File: src/rtl/wb_commit_queue_if.sv
// Bundle between the MEM stage, the writeback commit queue and its consumers
// (regfile, flush control, forwarding lookups and debug trace).
interface wb_commit_queue_if #(
  parameter int unsigned COMMIT_W  = 1,
  parameter int unsigned FWD_PORTS = 2
) ();

  logic                     in_valid;
  logic                     in_ready;
  logic [31:0]              in_pc;
  logic [31:0]              in_result;
  logic [4:0]               in_dest;
  logic                     in_gr_we;
  logic                     in_ex;
  logic [5:0]               in_ecode;
  logic                     in_ertn;
  logic                     commit_stall;

  logic [COMMIT_W-1:0]      rf_we;
  logic [5*COMMIT_W-1:0]    rf_waddr;
  logic [32*COMMIT_W-1:0]   rf_wdata;

  logic                     flush;
  logic                     flush_ertn;
  logic [5:0]               flush_ecode;
  logic [31:0]              flush_pc;

  logic [5*FWD_PORTS-1:0]   fwd_addr;
  logic [FWD_PORTS-1:0]     fwd_hit;
  logic [32*FWD_PORTS-1:0]  fwd_data;

  logic [63:0]              retired_cnt;

  logic [32*COMMIT_W-1:0]   debug_wb_pc;
  logic [4*COMMIT_W-1:0]    debug_wb_rf_wen;
  logic [5*COMMIT_W-1:0]    debug_wb_rf_wnum;
  logic [32*COMMIT_W-1:0]   debug_wb_rf_wdata;

  // Upstream/consumer side
  modport master (
    output in_valid, in_pc, in_result, in_dest, in_gr_we, in_ex, in_ecode, in_ertn,
    output commit_stall, fwd_addr,
    input  in_ready, rf_we, rf_waddr, rf_wdata,
    input  flush, flush_ertn, flush_ecode, flush_pc,
    input  fwd_hit, fwd_data, retired_cnt,
    input  debug_wb_pc, debug_wb_rf_wen, debug_wb_rf_wnum, debug_wb_rf_wdata
  );

  // Queue side
  modport slave (
    input  in_valid, in_pc, in_result, in_dest, in_gr_we, in_ex, in_ecode, in_ertn,
    input  commit_stall, fwd_addr,
    output in_ready, rf_we, rf_waddr, rf_wdata,
    output flush, flush_ertn, flush_ecode, flush_pc,
    output fwd_hit, fwd_data, retired_cnt,
    output debug_wb_pc, debug_wb_rf_wen, debug_wb_rf_wnum, debug_wb_rf_wdata
  );

endinterface

File: src/rtl/wb_commit_queue.sv
// Writeback commit queue: in-order FIFO between MEM and the regfile, retiring up
// to COMMIT_W entries per cycle, reporting exceptions/ERTN and forwarding results.
module wb_commit_queue #(
  parameter int unsigned DEPTH     = 4,
  parameter int unsigned COMMIT_W  = 1,
  parameter int unsigned FWD_PORTS = 2
) (
  input  logic             clk,
  input  logic             reset,
  wb_commit_queue_if.slave bus
);

  localparam int unsigned PTR_W = (DEPTH > 1) ? $clog2(DEPTH) : 1;
  localparam int unsigned CNT_W = PTR_W + 1;

  typedef struct packed {
    logic [31:0] pc;
    logic [31:0] result;
    logic [4:0]  dest;
    logic        gr_we;
    logic        ex;
    logic [5:0]  ecode;
    logic        ertn;
  } entry_t;

  entry_t            ent_q [DEPTH];
  logic [DEPTH-1:0]  vld_q, vld_d;
  logic [PTR_W-1:0]  head_q, head_d;
  logic [PTR_W-1:0]  tail_q, tail_d;
  logic [CNT_W-1:0]  count_q, count_d;
  logic [63:0]       retired_q, retired_d;

  entry_t            slot_e [2];
  logic [1:0]        ret_c;
  logic [1:0]        wen_c;
  logic [1:0]        pops_c;
  logic              flush_c;
  logic              ready_c;
  logic              push_c;

  // Retire decision for the head entry and, when dual-issue retire is built, head+1
  always_comb begin
    slot_e[0] = ent_q[head_q];
    slot_e[1] = ent_q[head_q + PTR_W'(1)];
    ret_c     = '0;
    wen_c     = '0;
    ret_c[0]  = !reset && (count_q != '0) && !bus.commit_stall;
    if (COMMIT_W == 2) begin
      ret_c[1] = ret_c[0] && (count_q >= CNT_W'(2)) &&
                 !slot_e[0].ex && !slot_e[0].ertn &&
                 !slot_e[1].ex && !slot_e[1].ertn;
    end
    for (int k = 0; k < 2; k++) begin
      wen_c[k] = ret_c[k] && slot_e[k].gr_we && !slot_e[k].ex &&
                 !slot_e[k].ertn && (slot_e[k].dest != 5'd0);
    end
    // Younger slot owns the register when both target the same one
    if (wen_c[0] && wen_c[1] && (slot_e[0].dest == slot_e[1].dest)) begin
      wen_c[0] = 1'b0;
    end
    flush_c = ret_c[0] && (slot_e[0].ex || slot_e[0].ertn);
    pops_c  = {1'b0, ret_c[0]} + {1'b0, ret_c[1]};
    ready_c = (count_q < CNT_W'(DEPTH));
    push_c  = bus.in_valid && ready_c && !flush_c;
  end

  // Pointer, occupancy and counter next state
  always_comb begin
    head_d    = head_q;
    tail_d    = tail_q;
    count_d   = count_q;
    vld_d     = vld_q;
    retired_d = retired_q + 64'(ret_c[0] && !flush_c) + 64'(ret_c[1]);
    if (flush_c) begin
      head_d  = '0;
      tail_d  = '0;
      count_d = '0;
      vld_d   = '0;
    end else begin
      if (ret_c[0]) vld_d[head_q] = 1'b0;
      if (ret_c[1]) vld_d[head_q + PTR_W'(1)] = 1'b0;
      if (push_c)   vld_d[tail_q] = 1'b1;
      head_d  = head_q + PTR_W'(pops_c);
      tail_d  = tail_q + PTR_W'(push_c);
      count_d = count_q + CNT_W'(push_c) - CNT_W'(pops_c);
    end
  end

  always_ff @(posedge clk) begin
    if (reset) begin
      head_q    <= '0;
      tail_q    <= '0;
      count_q   <= '0;
      vld_q     <= '0;
      retired_q <= '0;
    end else begin
      head_q    <= head_d;
      tail_q    <= tail_d;
      count_q   <= count_d;
      vld_q     <= vld_d;
      retired_q <= retired_d;
    end
  end

  // Payload storage needs no reset; occupancy is tracked by vld_q/count_q
  always_ff @(posedge clk) begin
    if (!reset && push_c) begin
      ent_q[tail_q] <= '{pc:     bus.in_pc,
                         result: bus.in_result,
                         dest:   bus.in_dest,
                         gr_we:  bus.in_gr_we,
                         ex:     bus.in_ex,
                         ecode:  bus.in_ecode,
                         ertn:   bus.in_ertn};
    end
  end

  // Regfile, flush, debug trace and counter outputs
  always_comb begin
    bus.in_ready          = ready_c;
    bus.retired_cnt       = retired_q;
    bus.flush             = flush_c;
    bus.flush_ertn        = flush_c && slot_e[0].ertn;
    bus.flush_ecode       = flush_c ? slot_e[0].ecode : 6'd0;
    bus.flush_pc          = flush_c ? slot_e[0].pc : 32'd0;
    bus.rf_we             = '0;
    bus.rf_waddr          = '0;
    bus.rf_wdata          = '0;
    bus.debug_wb_pc       = '0;
    bus.debug_wb_rf_wen   = '0;
    bus.debug_wb_rf_wnum  = '0;
    bus.debug_wb_rf_wdata = '0;
    for (int k = 0; k < int'(COMMIT_W); k++) begin
      bus.rf_we[k] = wen_c[k];
      if (ret_c[k]) begin
        bus.rf_waddr[k*5 +: 5]           = slot_e[k].dest;
        bus.rf_wdata[k*32 +: 32]         = slot_e[k].result;
        bus.debug_wb_pc[k*32 +: 32]      = slot_e[k].pc;
        bus.debug_wb_rf_wnum[k*5 +: 5]   = slot_e[k].dest;
        bus.debug_wb_rf_wdata[k*32 +: 32] = slot_e[k].result;
      end
      bus.debug_wb_rf_wen[k*4 +: 4] = {4{wen_c[k]}};
    end
  end

  // Forwarding: scan oldest to youngest so the youngest match wins
  always_comb begin
    bus.fwd_hit  = '0;
    bus.fwd_data = '0;
    for (int p = 0; p < int'(FWD_PORTS); p++) begin
      for (int j = 0; j < int'(DEPTH); j++) begin
        if ((bus.fwd_addr[p*5 +: 5] != 5'd0) &&
            vld_q[head_q + PTR_W'(j)] &&
            ent_q[head_q + PTR_W'(j)].gr_we &&
            !ent_q[head_q + PTR_W'(j)].ex &&
            (ent_q[head_q + PTR_W'(j)].dest == bus.fwd_addr[p*5 +: 5])) begin
          bus.fwd_hit[p]          = 1'b1;
          bus.fwd_data[p*32 +: 32] = ent_q[head_q + PTR_W'(j)].result;
        end
      end
    end
  end

endmodule

File: src/flat_wrapper.sv
// flat-port wrapper written by rule: the top's interface ports become plain ports
module wb_commit_queue_flat 
#(
  parameter int unsigned DEPTH     = 4,
  parameter int unsigned COMMIT_W  = 1,
  parameter int unsigned FWD_PORTS = 2
)
  (clk, reset, bus_in_valid, bus_in_pc, bus_in_result, bus_in_dest, bus_in_gr_we, bus_in_ex, bus_in_ecode, bus_in_ertn, bus_commit_stall, bus_fwd_addr, bus_in_ready, bus_rf_we, bus_rf_waddr, bus_rf_wdata, bus_flush, bus_flush_ertn, bus_flush_ecode, bus_flush_pc, bus_fwd_hit, bus_fwd_data, bus_retired_cnt, bus_debug_wb_pc, bus_debug_wb_rf_wen, bus_debug_wb_rf_wnum, bus_debug_wb_rf_wdata);
  wb_commit_queue_if #(.COMMIT_W(COMMIT_W), .FWD_PORTS(FWD_PORTS)) bus_i ();
  input  logic clk;
  input  logic reset;
  input wire logic [$bits(bus_i.in_valid)-1:0] bus_in_valid;
  input wire logic [$bits(bus_i.in_pc)-1:0] bus_in_pc;
  input wire logic [$bits(bus_i.in_result)-1:0] bus_in_result;
  input wire logic [$bits(bus_i.in_dest)-1:0] bus_in_dest;
  input wire logic [$bits(bus_i.in_gr_we)-1:0] bus_in_gr_we;
  input wire logic [$bits(bus_i.in_ex)-1:0] bus_in_ex;
  input wire logic [$bits(bus_i.in_ecode)-1:0] bus_in_ecode;
  input wire logic [$bits(bus_i.in_ertn)-1:0] bus_in_ertn;
  input wire logic [$bits(bus_i.commit_stall)-1:0] bus_commit_stall;
  input wire logic [$bits(bus_i.fwd_addr)-1:0] bus_fwd_addr;
  output wire logic [$bits(bus_i.in_ready)-1:0] bus_in_ready;
  output wire logic [$bits(bus_i.rf_we)-1:0] bus_rf_we;
  output wire logic [$bits(bus_i.rf_waddr)-1:0] bus_rf_waddr;
  output wire logic [$bits(bus_i.rf_wdata)-1:0] bus_rf_wdata;
  output wire logic [$bits(bus_i.flush)-1:0] bus_flush;
  output wire logic [$bits(bus_i.flush_ertn)-1:0] bus_flush_ertn;
  output wire logic [$bits(bus_i.flush_ecode)-1:0] bus_flush_ecode;
  output wire logic [$bits(bus_i.flush_pc)-1:0] bus_flush_pc;
  output wire logic [$bits(bus_i.fwd_hit)-1:0] bus_fwd_hit;
  output wire logic [$bits(bus_i.fwd_data)-1:0] bus_fwd_data;
  output wire logic [$bits(bus_i.retired_cnt)-1:0] bus_retired_cnt;
  output wire logic [$bits(bus_i.debug_wb_pc)-1:0] bus_debug_wb_pc;
  output wire logic [$bits(bus_i.debug_wb_rf_wen)-1:0] bus_debug_wb_rf_wen;
  output wire logic [$bits(bus_i.debug_wb_rf_wnum)-1:0] bus_debug_wb_rf_wnum;
  output wire logic [$bits(bus_i.debug_wb_rf_wdata)-1:0] bus_debug_wb_rf_wdata;
  assign bus_i.in_valid = bus_in_valid;
  assign bus_i.in_pc = bus_in_pc;
  assign bus_i.in_result = bus_in_result;
  assign bus_i.in_dest = bus_in_dest;
  assign bus_i.in_gr_we = bus_in_gr_we;
  assign bus_i.in_ex = bus_in_ex;
  assign bus_i.in_ecode = bus_in_ecode;
  assign bus_i.in_ertn = bus_in_ertn;
  assign bus_i.commit_stall = bus_commit_stall;
  assign bus_i.fwd_addr = bus_fwd_addr;
  assign bus_in_ready = bus_i.in_ready;
  assign bus_rf_we = bus_i.rf_we;
  assign bus_rf_waddr = bus_i.rf_waddr;
  assign bus_rf_wdata = bus_i.rf_wdata;
  assign bus_flush = bus_i.flush;
  assign bus_flush_ertn = bus_i.flush_ertn;
  assign bus_flush_ecode = bus_i.flush_ecode;
  assign bus_flush_pc = bus_i.flush_pc;
  assign bus_fwd_hit = bus_i.fwd_hit;
  assign bus_fwd_data = bus_i.fwd_data;
  assign bus_retired_cnt = bus_i.retired_cnt;
  assign bus_debug_wb_pc = bus_i.debug_wb_pc;
  assign bus_debug_wb_rf_wen = bus_i.debug_wb_rf_wen;
  assign bus_debug_wb_rf_wnum = bus_i.debug_wb_rf_wnum;
  assign bus_debug_wb_rf_wdata = bus_i.debug_wb_rf_wdata;
  wb_commit_queue #(.DEPTH(DEPTH), .COMMIT_W(COMMIT_W), .FWD_PORTS(FWD_PORTS)) u_core (.clk(clk), .reset(reset), .bus(bus_i));
endmodule
File: config.mk
export PLATFORM = sky130hd
export DESIGN_NAME = wb_commit_queue_flat
export DESIGN_NICKNAME = d
export VERILOG_FILES = /design/src/rtl/wb_commit_queue_if.sv /design/src/rtl/wb_commit_queue.sv /design/src/flat_wrapper.sv
export SDC_FILE = /design/constraint.sdc
export NUM_CORES = 1
export LEC_CHECK = 0
export ABC_CLOCK_PERIOD_IN_PS = 15900
export CORE_ASPECT_RATIO = 1.2
export CORE_MARGIN = 1.5
export CORE_UTILIZATION = 58
export DETAILED_ROUTE_END_ITERATION = 16
export PLACE_DENSITY = 0.93
export SLEW_MARGIN = 25
export SYNTH_ARGS = -nofsm -noshare
export SYNTH_HDL_FRONTEND = slang
export SYNTH_SLANG_ARGS = --single-unit
export TNS_END_PERCENT = 100
File: constraint.sdc
create_clock -name clk -period 15.9 [get_ports clk]
set_input_delay 3.18 -clock clk [delete_from_list [all_inputs] [get_ports clk]]
set_output_delay 3.18 -clock clk [all_outputs]
set_load 0.005 [all_outputs]
# Word-level counts from Yosys, hierarchy flattened
# Memory sizes are Yosys's and may differ from the RTL's. A register that Yosys moved wholly into a read port is not among the register bits.
# Index checks and enable logic that the tools add are counted.
word_totals:
  inputBits: 92
  ff_bits: 75
  ramBits: 312
  out_inout_bits: 282
  n_memories: 1
memory_table:
  columns: ["name", "depth", "word_bits", "read_ports", "rd_clocked_by_memory_dff", "write_ports", "line_no", "source"]
  rows:
  - ["u_core.ent_q", 4, 78, 4, 1, 1, "wb_commit_queue.sv:26", "entry_t ent_q [DEPTH];"]
classes:
  reduce_logical: 60
  bitwise_logic: 3
  magnitude_cmp: 8
  n_eq_ne: 8
  muxes: 39
  n_addsub: 8
ops:
  columns: ["cell", "n"]
  rows:
  - ["2-to-1 mux 32 bit", 11]
  - ["adder 64 x 1 -> 64 bit", 1]
  - ["logical AND 1 bit", 46]
  - ["equality test 5 bit", 8]
  - ["2-to-1 mux 1 bit", 16]
  - ["< comparator 2 x 3 -> 1 bit, second input constant", 5]
  - ["nonzero test 5 bit", 3]
  - ["2-to-1 mux 4 bit", 3]
  - ["binary-select mux 1 bit (select 2 bit)", 4]
  - ["logical NOT 1 bit", 8]
  - ["2-to-1 mux 6 bit", 1]
  - ["2-to-1 mux 5 bit", 1]
  - ["adder 2 x 1 -> 2 bit", 2]
  - ["adder 2 bit, second input constant", 2]
  - ["AND 4 bit", 1]
  - ["demux 1 bit (select 2 bit)", 2]
  - ["greater-or-equal comparator 2 x 1 -> 1 bit, second input constant", 2]
  - ["NOT 4 bit", 1]
  - ["OR 4 bit", 1]
  - ["adder 3 x 1 -> 3 bit", 1]
  - ["< comparator 3 bit, second input constant", 1]
  - ["nonzero test 3 bit", 1]
  - ["subtractor 3 x 1 -> 3 bit", 1]
  - ["adder 2 x 1 -> 2 bit, second input constant", 1]
  - ["other kinds (3)", 3]

# Longest topological paths before layout
# Gate-level depths: netlist (run 1).
logic_depth:
  ltp_word: 10
  depth_mapped: 15

# Worst setup path after synthesis (run 1)
# OpenSTA, ideal clock, no wires.
synth_timing:
  kind: "input to register"
  from: "in reset"
  to: "mem u_core.ent_q[0][0] (netlist name), enable pin"
  setup_ns: 0.610
  path_buffers: 2
  stages: 7
  t_required_ns: 15.290
  setup_slack_ns: 5.954
  arrival_time_ns: 9.336
  cell_sequence: "clkbuf_1 > nor3_1 > nand2_1 > and3_1 > clkbuf_1 > nand2_1 > nor3_1"
synth_via:
  elab_chain_len: 9
synth_rtl:
  columns: ["element", "line_no", "source"]
  rows:
  - ["start: declaration", "flat_wrapper.sv:11", "input logic reset;"]
  - ["logical NOT 1 bit (*)", "wb_commit_queue.sv:47, wb_commit_queue.sv:107", null]
  - ["logical AND 1 bit (2 in series)", "wb_commit_queue.sv:47", "ret_c[0] = !reset && (count_q != '0) && !bus.commit_stall;"]
  - ["logical AND 1 bit", "wb_commit_queue.sv:61", "flush_c = ret_c[0] && (slot_e[0].ex || slot_e[0].ertn);"]
  - ["logical NOT 1 bit", "wb_commit_queue.sv:64", "push_c = bus.in_valid && ready_c && !flush_c;"]
  - ["logical AND 1 bit", "wb_commit_queue.sv:64", null]
  - ["logical AND 1 bit (*)", "wb_commit_queue.sv:107", "if (!reset && push_c) begin"]
  - ["2-to-1 mux 1 bit (*)", "wb_commit_queue.sv:107", null]
  - ["2-to-1 mux 1 bit (implied by the code) (*)", "wb_commit_queue.sv:108", "ent_q[tail_q] <= '{pc: bus.in_pc,"]
  - ["end: declaration", "wb_commit_queue.sv:26", null]
# Every way passes the cells marked *; elsewhere a longest branch is shown, timed or not.

# Worst setup path after layout (run 1)
layout_timing:
  from: "in bus_fwd_addr[6]"
  to: "out bus_fwd_data[39]"
layout_via:
  elab_chain_len: 9
  word_cells_on_any_way: 25
  classes_between: "eq/ne: 4; mux: 4; reduce/logical: 17"
layout_rtl:
  columns: ["element", "line_no", "source"]
  rows:
  - ["start: declaration", "flat_wrapper.sv:21", "input wire logic [$bits(bus_i.fwd_addr)-1:0] bus_fwd_addr;"]
  - ["nonzero test 5 bit", "wb_commit_queue.sv:152", "if ((bus.fwd_addr[p*5 +: 5] != 5'd0) &&"]
  - ["logical AND 1 bit", "wb_commit_queue.sv:152", null]
  - ["logical AND 1 bit", "wb_commit_queue.sv:153", "vld_q[head_q + PTR_W'(j)] &&"]
  - ["logical AND 1 bit", "wb_commit_queue.sv:154", "ent_q[head_q + PTR_W'(j)].gr_we &&"]
  - ["logical AND 1 bit", "wb_commit_queue.sv:155", "!ent_q[head_q + PTR_W'(j)].ex &&"]
  - ["2-to-1 mux 32 bit (3 in series)", "wb_commit_queue.sv:152", null]
  - ["2-to-1 mux 32 bit (*)", "wb_commit_queue.sv:152", null]
  - ["end: declaration", "flat_wrapper.sv:31", "output wire logic [$bits(bus_i.fwd_data)-1:0] bus_fwd_data;"]
# Marked as above.

==> impl_metrics.env, run 1 <==
export IMPL_cp_start_kind="input pin"
export IMPL_multiInputGateArea_mm2=0.00930
export IMPL_path_buf_inv=2
export IMPL_wl_per_cell_um=23.8
export IMPL_ios=374
export IMPL_worst_pin_slew_ns=1.01
export IMPL_max_stage_delay_ns=0.78
export IMPL_final_cell_area_mm2=0.0259
export IMPL_syn_area_mm2=0.0210
export IMPL_path_delay_family="simple AND/OR/NAND/NOR gates"
export IMPL_synth_nets=1648
export IMPL_htree_levels=2
export IMPL_grt_pass1_vias=15254
export IMPL_async_flop_share=0
export IMPL_drt_antenna_violating_nets=0
export IMPL_die_area_mm2=0.0374
export IMPL_grtUsageTotal=0.293
export IMPL_cp_max_fo=35
export IMPL_rsz0062_at_grt="no"
export IMPL_critPathKind="in2out"
export IMPL_ys_warn_count=0
export IMPL_yosys_area_share_simple=0.130
export IMPL_placed_area_mm2=0.0247
export IMPL_endpoint_kind="output pin"
export IMPL_cts_hold_buf=0
export IMPL_drv_cap=0
export IMPL_synth_compound_area_share=0.0524
export IMPL_cp_slowest_cell="nand2_2"
export IMPL_syn_inst=1544
export IMPL_overflow=0
export IMPL_min_delay_start="u_core.bus.retired_cnt[5]$_SDFF_PP0_"
export IMPL_slew_viol_final=0
export IMPL_r2r_start="u_core.head_q[1]$_SDFF_PP0_"
export IMPL_synthAdderAreaFrac=0.00751
export IMPL_peakVddDrop_mv=0.116
export IMPL_startpoint="bus_fwd_addr[6]"
export IMPL_final_setup_tns_ns=0
export IMPL_hold_viol_final=0
export IMPL_finalWeightedCongestion=0.957
export IMPL_worstPathCellList="clkdlybuf4s50_1 > nor3_1 > a211o_1 > a211oi_1 > nand4_4 > nand2_2 > a21oi_1 > a21oi_1 > clkdlybuf4s50_1"
export IMPL_avgViaCountPerCell=6.57
export IMPL_synth_top_family_by_area="multiplexers"
export IMPL_holdPathEnd="u_core.bus.retired_cnt[5]$_SDFF_PP0_"
export IMPL_power_density_mw_per_mm2=106
export IMPL_cp_arrival_ns=6.95
export IMPL_yosys_area_share_xor_xnor=0.0396
export IMPL_fin_crit_ns=10.13
export IMPL_drt_total_wl_um=55100
export IMPL_fin_crit_sh=0.637
export IMPL_dr_pass1_iters=7
export IMPL_grt_max_degree=116
export IMPL_ys_seq_area_frac=0.518
export IMPL_setup_violations=0
export IMPL_synth_edf_count=312
export IMPL_clk_path_buf_depth=3
export IMPL_cts_resized=0
export IMPL_syn_to_final_growth_pct=23.2
export IMPL_worst_r2r_endpoint="u_core.bus.retired_cnt[52]$_SDFF_PP0_"
export IMPL_first_iter_violations=1581
export IMPL_die_h_um=211
export IMPL_hpwl_um=36500
export IMPL_skew_ns=0.0253
export IMPL_required_ns=12.72
export IMPL_max_slew_margin_rel=0.326
export IMPL_final_nets=1918
export IMPL_synth_flop_cell="edfxtp_1"
export IMPL_start_util=0.587
export IMPL_syn_avg_cell_area_um2=13.6
export IMPL_drive_gt1_frac=0.159
export IMPL_numPortBuffers=373
export IMPL_antenna_found_initial=4
export IMPL_min_delay_path_depth=2
export IMPL_grt_pass1_wl_um=84200
export IMPL_cts_root_buf="clkbuf_16"
export IMPL_regArea_mm2=0.0109
export IMPL_cts_tree="yes"
export IMPL_synth_mux_area_frac=0.208
export IMPL_reg2reg_depth=11
export IMPL_hold_path_class="reg2reg"
export IMPL_n_fill_cell=2226
export IMPL_drc=0
export IMPL_leakagePower_nw=8.18
export IMPL_die_w_um=177
export IMPL_ys_ff_latch=387
export IMPL_vias=15174
export IMPL_cts_sinks=387
export IMPL_status="complete, no violations"
export IMPL_ff2ff_setup_slack_ns=10.10
export IMPL_fmax_mhz=98.8
export IMPL_synth_distinct_cells=56
export IMPL_cts_buffers_inserted=36
export IMPL_worstSkewPairLatency_ns=0.54
export IMPL_coreArea_mm2=0.0358
export IMPL_postCtsSetupBuffers=0
export IMPL_path_clk_slew_ns=0.06
export IMPL_fp_row_count=76
[per-layer routing]
metal,track usage,share of wire,vias to the layer above
li1,-,-,6492
met1,0.339,0.34,7501
met5,0,0.00047,-
met4,0.127,0.040,4
met2,0.520,0.52,995
met3,0.0659,0.096,182
[worst register-to-register path: cells and delay by family (launching register included)]
kind,cells,cell delay (ns)
simple gates,6,2.38
xor+xnor,1,0.19
flops,1,0.88
mux,1,0.53
buf+inv,1,0.92
fa+ha+maj,2,0.77
[flip-flops by register name (all words and copies together) (netlist names)]
signal	flops
u_core.ent_q	312
u_core.bus.retired_cnt	64
u_core.vld_q	4
u_core.count_q	3
u_core.head_q	2
u_core.tail_q	2
[kinds of logic after synthesis]
kind of cell,Yosys count
muxes,197
adders and majority gates,12
AOI/OAI and AO/OA,157
DFF,387
buffers and inverters,179
and+or+nand+nor,517
xor gates and xnor gates,95
[cell usage in the layout, fill, tap and decap left out, types with 24 or more instances in the layout]
cell	synthesis	layout
nand2_1	105	104
nand3b_1	36	36
o22ai_1	31	31
clkbuf_16	0	36
a221oi_1	24	24
and3_1	44	44
xnor2_1	38	38
edfxtp_1	312	312
dfxtp_1	75	73
and2_1	88	88
clkdlybuf4s50_1	0	372
xor2_1	57	57
a21o_1	31	31
mux4_2	192	192
a31oi_1	32	32
nor2_1	137	135
[cells in the mapped netlist (9+ instances only)]
library cell	n	area, um2
edfxtp_1	312	9370
mux4_2	192	4320
nor2_1	137	514
nand2_1	105	394
and2_1	88	551
dfxtp_1	75	1500
clkbuf_1	63	236
xor2_1	57	499
buf_4	53	398
and3_1	44	275
buf_2	40	200
xnor2_1	38	333
nand3b_1	36	270
a31oi_1	32	200
a21o_1	31	233
o22ai_1	31	194
a221oi_1	24	210
nand3_1	23	115
nand4_1	20	125
inv_1	16	60.1
a21oi_1	15	75.1
nor3_1	14	70.1
ha_1	11	138
a211oi_1	9	67.6
[layout make-up]
type	instances	area share
antenna	2	0.000193
clock buffer	42	0.0368
clock inverter	23	0.00614
inverter	17	0.00247
multi-input combinational	978	0.359
sequential	387	0.420
tap	468	0.0226
timing repair buffer	394	0.152
[report_power, final]
part / switching [W] / total (W) / internal (W)
logic: 0.000338 / 0.000714 / 0.000376
clock network: 0.000371 / 0.000820 / 0.000449
registers: 0.0000465 / 0.00121 / 0.00116
total: 0.000755 / 0.00274 / 0.00199
[how the worst max path moves through the flow]
stage	to	cells after the start
2_1_floorplan	u_core.ent_q[0][0]$_DFFE_PP_	7
3_3_place_gp	bus_fwd_data[39]	9
3_5_place_dp	bus_fwd_data[39]	9
4_1_cts	bus_fwd_data[39]	9
5_1_grt	bus_fwd_data[59]	10
6_report	bus_fwd_data[39]	9
[per-stage QoR]
step           worst slack (ns)  instances   util  power [W]  hold slack, ns
2_1_floorplan              5.95       1544      -    0.00171           0.484
3_3_place_gp               5.31       2241  0.690    0.00191           0.503
3_5_place_dp               5.16       2243  0.691    0.00193           0.523
4_1_cts                    5.11       2308  0.722    0.00275           0.548
5_1_grt                    5.66       2309  0.724    0.00284           0.587
6_report                   5.77       2311  0.724    0.00274           0.542
(Power assumes the default switching activity.)
==> run 2: changes to the inputs <==
Settings changed: ABC_CLOCK_PERIOD_IN_PS 15900 to 10600, CORE_UTILIZATION 58 to 54, PLACE_DENSITY 0.93 to 0.88.
Clock period 15.9 ns to 10.6 ns, I/O delays scaled along.
==> run 2 against run 1 <==
Critical path depth increased by 3. Sequential share of layout area increased by 0.10 points. Count of clock-buffer cells in the layout increased by 6. Wire length decreased by 2.7%. Non-clock buffer count unchanged. Final cell count increased by 0.56%. Setup slack got worse by 3.2 ns.
==> impl_metrics.env, run 2 (synthesized netlist as in run 1, its figures left out) <==
export IMPL_dr_pass1_iters=6
export IMPL_grt_max_degree=116
export IMPL_final_setup_tns_ns=0
export IMPL_slew_viol_final=0
export IMPL_die_w_um=183
export IMPL_drive_gt1_frac=0.157
export IMPL_fp_row_count=78
export IMPL_avgViaCountPerCell=6.41
export IMPL_cts_buffers_inserted=37
export IMPL_path_clk_slew_ns=0.06
export IMPL_worst_pin_slew_ns=0.934
export IMPL_skew_ns=0.0130
export IMPL_cts_hold_buf=0
export IMPL_clk_path_buf_depth=3
export IMPL_hpwl_um=36200
export IMPL_coreArea_mm2=0.0381
export IMPL_postCtsSetupBuffers=0
export IMPL_leakagePower_nw=8.15
export IMPL_htree_levels=2
export IMPL_wl_per_cell_um=23.1
export IMPL_final_cells=2324
export IMPL_cp_slowest_cell="dfxtp_4"
export IMPL_antenna_found_initial=9
export IMPL_n_fill_cell=2550
export IMPL_hold_viol_final=0
export IMPL_cp_max_fo=67
export IMPL_die_area_mm2=0.0401
export IMPL_worstSkewPairLatency_ns=0.53
export IMPL_final_common_cell="clkdlybuf4s50_1"
export IMPL_final_nets=1919
export IMPL_status="complete, no violations"
export IMPL_first_iter_violations=1513
export IMPL_peakVddDrop_mv=0.150
export IMPL_vias=14906
export IMPL_setup_violations=0
export IMPL_overflow=0
export IMPL_ff2ff_setup_slack_ns=5.62
export IMPL_fmax_mhz=124
export IMPL_cts_root_buf="clkbuf_16"
export IMPL_finalWeightedCongestion=0.917
export IMPL_cts_resized=0
export IMPL_power_density_mw_per_mm2=158
export IMPL_dp_cells=2256
export IMPL_worstPathCellList="inv_1 > ha_4 > buf_6 > mux4_2 > xnor2_1 > nand2_1 > nor3_4 > buf_4 > and2b_2 > a211oi_1 > nor2_1 > clkdlybuf4s50_1"
export IMPL_die_h_um=219
export IMPL_drt_antenna_violating_nets=0
export IMPL_max_slew_margin_rel=0.378
export IMPL_numPortBuffers=373
export IMPL_ios=374
export IMPL_fin_hold_ws_ns=0.533
export IMPL_rsz0062_at_grt="no"
export IMPL_grtUsageTotal=0.266
export IMPL_critPathKind="reg2out"
export IMPL_largest_register="u_core.ent_q"
export IMPL_grt_pass1_wl_um=82400
export IMPL_cts_tree="yes"
export IMPL_cp_start_kind="register"
export IMPL_final_cell_mix="clkdlybuf4s50_1 (372), edfxtp_1 (312), mux4_2 (192)"
export IMPL_endpoint_kind="output pin"
export IMPL_required_ns=8.48
export IMPL_drc=0
export IMPL_drv_cap=0
export IMPL_cts_sinks=387
export IMPL_cp_arrival_ns=5.93
export IMPL_max_stage_delay_ns=0.94
export IMPL_grt_pass1_vias=14923
export IMPL_drt_total_wl_um=53600
export IMPL_fin_crit_ns=8.05
export IMPL_largest_reg_flops=312
export IMPL_syn_to_final_growth_pct=22.9
export IMPL_hold_path_class="reg2reg"
export IMPL_start_util=0.552
export IMPL_fin_crit_sh=0.759
run 2: final cells by class:
cell class / count / area, um2 / share of cell area
inverters: 17 / 63.8 / 0.00247
diodes: 5 / 12.5 / 0.000485
clock buffers: 48 / 988 / 0.0383
well taps: 480 / 601 / 0.0233
flip-flops and latches: 387 / 10900 / 0.421
repair buffers: 394 / 3900 / 0.151
multi-input cells: 978 / 9290 / 0.360
clock inverters: 15 / 82.6 / 0.00320
run 2: critical path: cells and delay by family (launching register included):
kind	cells	cell delay, ns
muxes	1	0.66
and+or+nand+nor	4	0.95
adders and majority gates	1	0.50
xor gates and xnor gates	1	0.17
DFF	1	0.94
AOI/OAI and AO/OA	1	0.34
buffers and inverters	4	1.77
run 2: stage by stage:
stage | utilization | instance area [um2] | worst slack (ns) | power (W)
after global placement | 0.649 | 24700 | 2.08 | 0.00287
after global routing | 0.678 | 25800 | 2.12 | 0.00424
after detailed placement | 0.649 | 24700 | 1.96 | 0.00290
final | 0.678 | 25800 | 2.55 | 0.00407
after floorplan | - | 21000 | 1.71 | 0.00256
after CTS | 0.677 | 25800 | 1.96 | 0.00410
run 2: per-layer routing:
metal	GRT usage	part of all wire	up-vias
li1	-	-	6493
met1	0.313	0.35	7395
met2	0.458	0.51	843
met3	0.0541	0.088	167
met4	0.145	0.053	8
met5	0	0.00082	-
run 2: worst paths after layout:
| kind | from | end | cells past startpoint |
|---|---|---|---|
| setup reg to reg | u_core.head_q[0]$_SDFF_PP0_ | u_core.bus.retired_cnt[62]$_SDFF_PP0_ | 10 |
| hold / removal | u_core.bus.retired_cnt[63]$_SDFF_PP0_ | u_core.bus.retired_cnt[63]$_SDFF_PP0_ | 2 |
| setup / recovery | u_core.head_q[0]$_SDFF_PP0_ | bus_fwd_data[46] | 12 |
| hold reg to reg | u_core.bus.retired_cnt[63]$_SDFF_PP0_ | u_core.bus.retired_cnt[63]$_SDFF_PP0_ | 2 |
run 2: report_power, final:
group	leakage, nW	internal [W]	switching [W]
clock network	0.521	0.000659	0.000535
logic	4.19	0.000559	0.000496
registers	3.43	0.00174	0.0000751
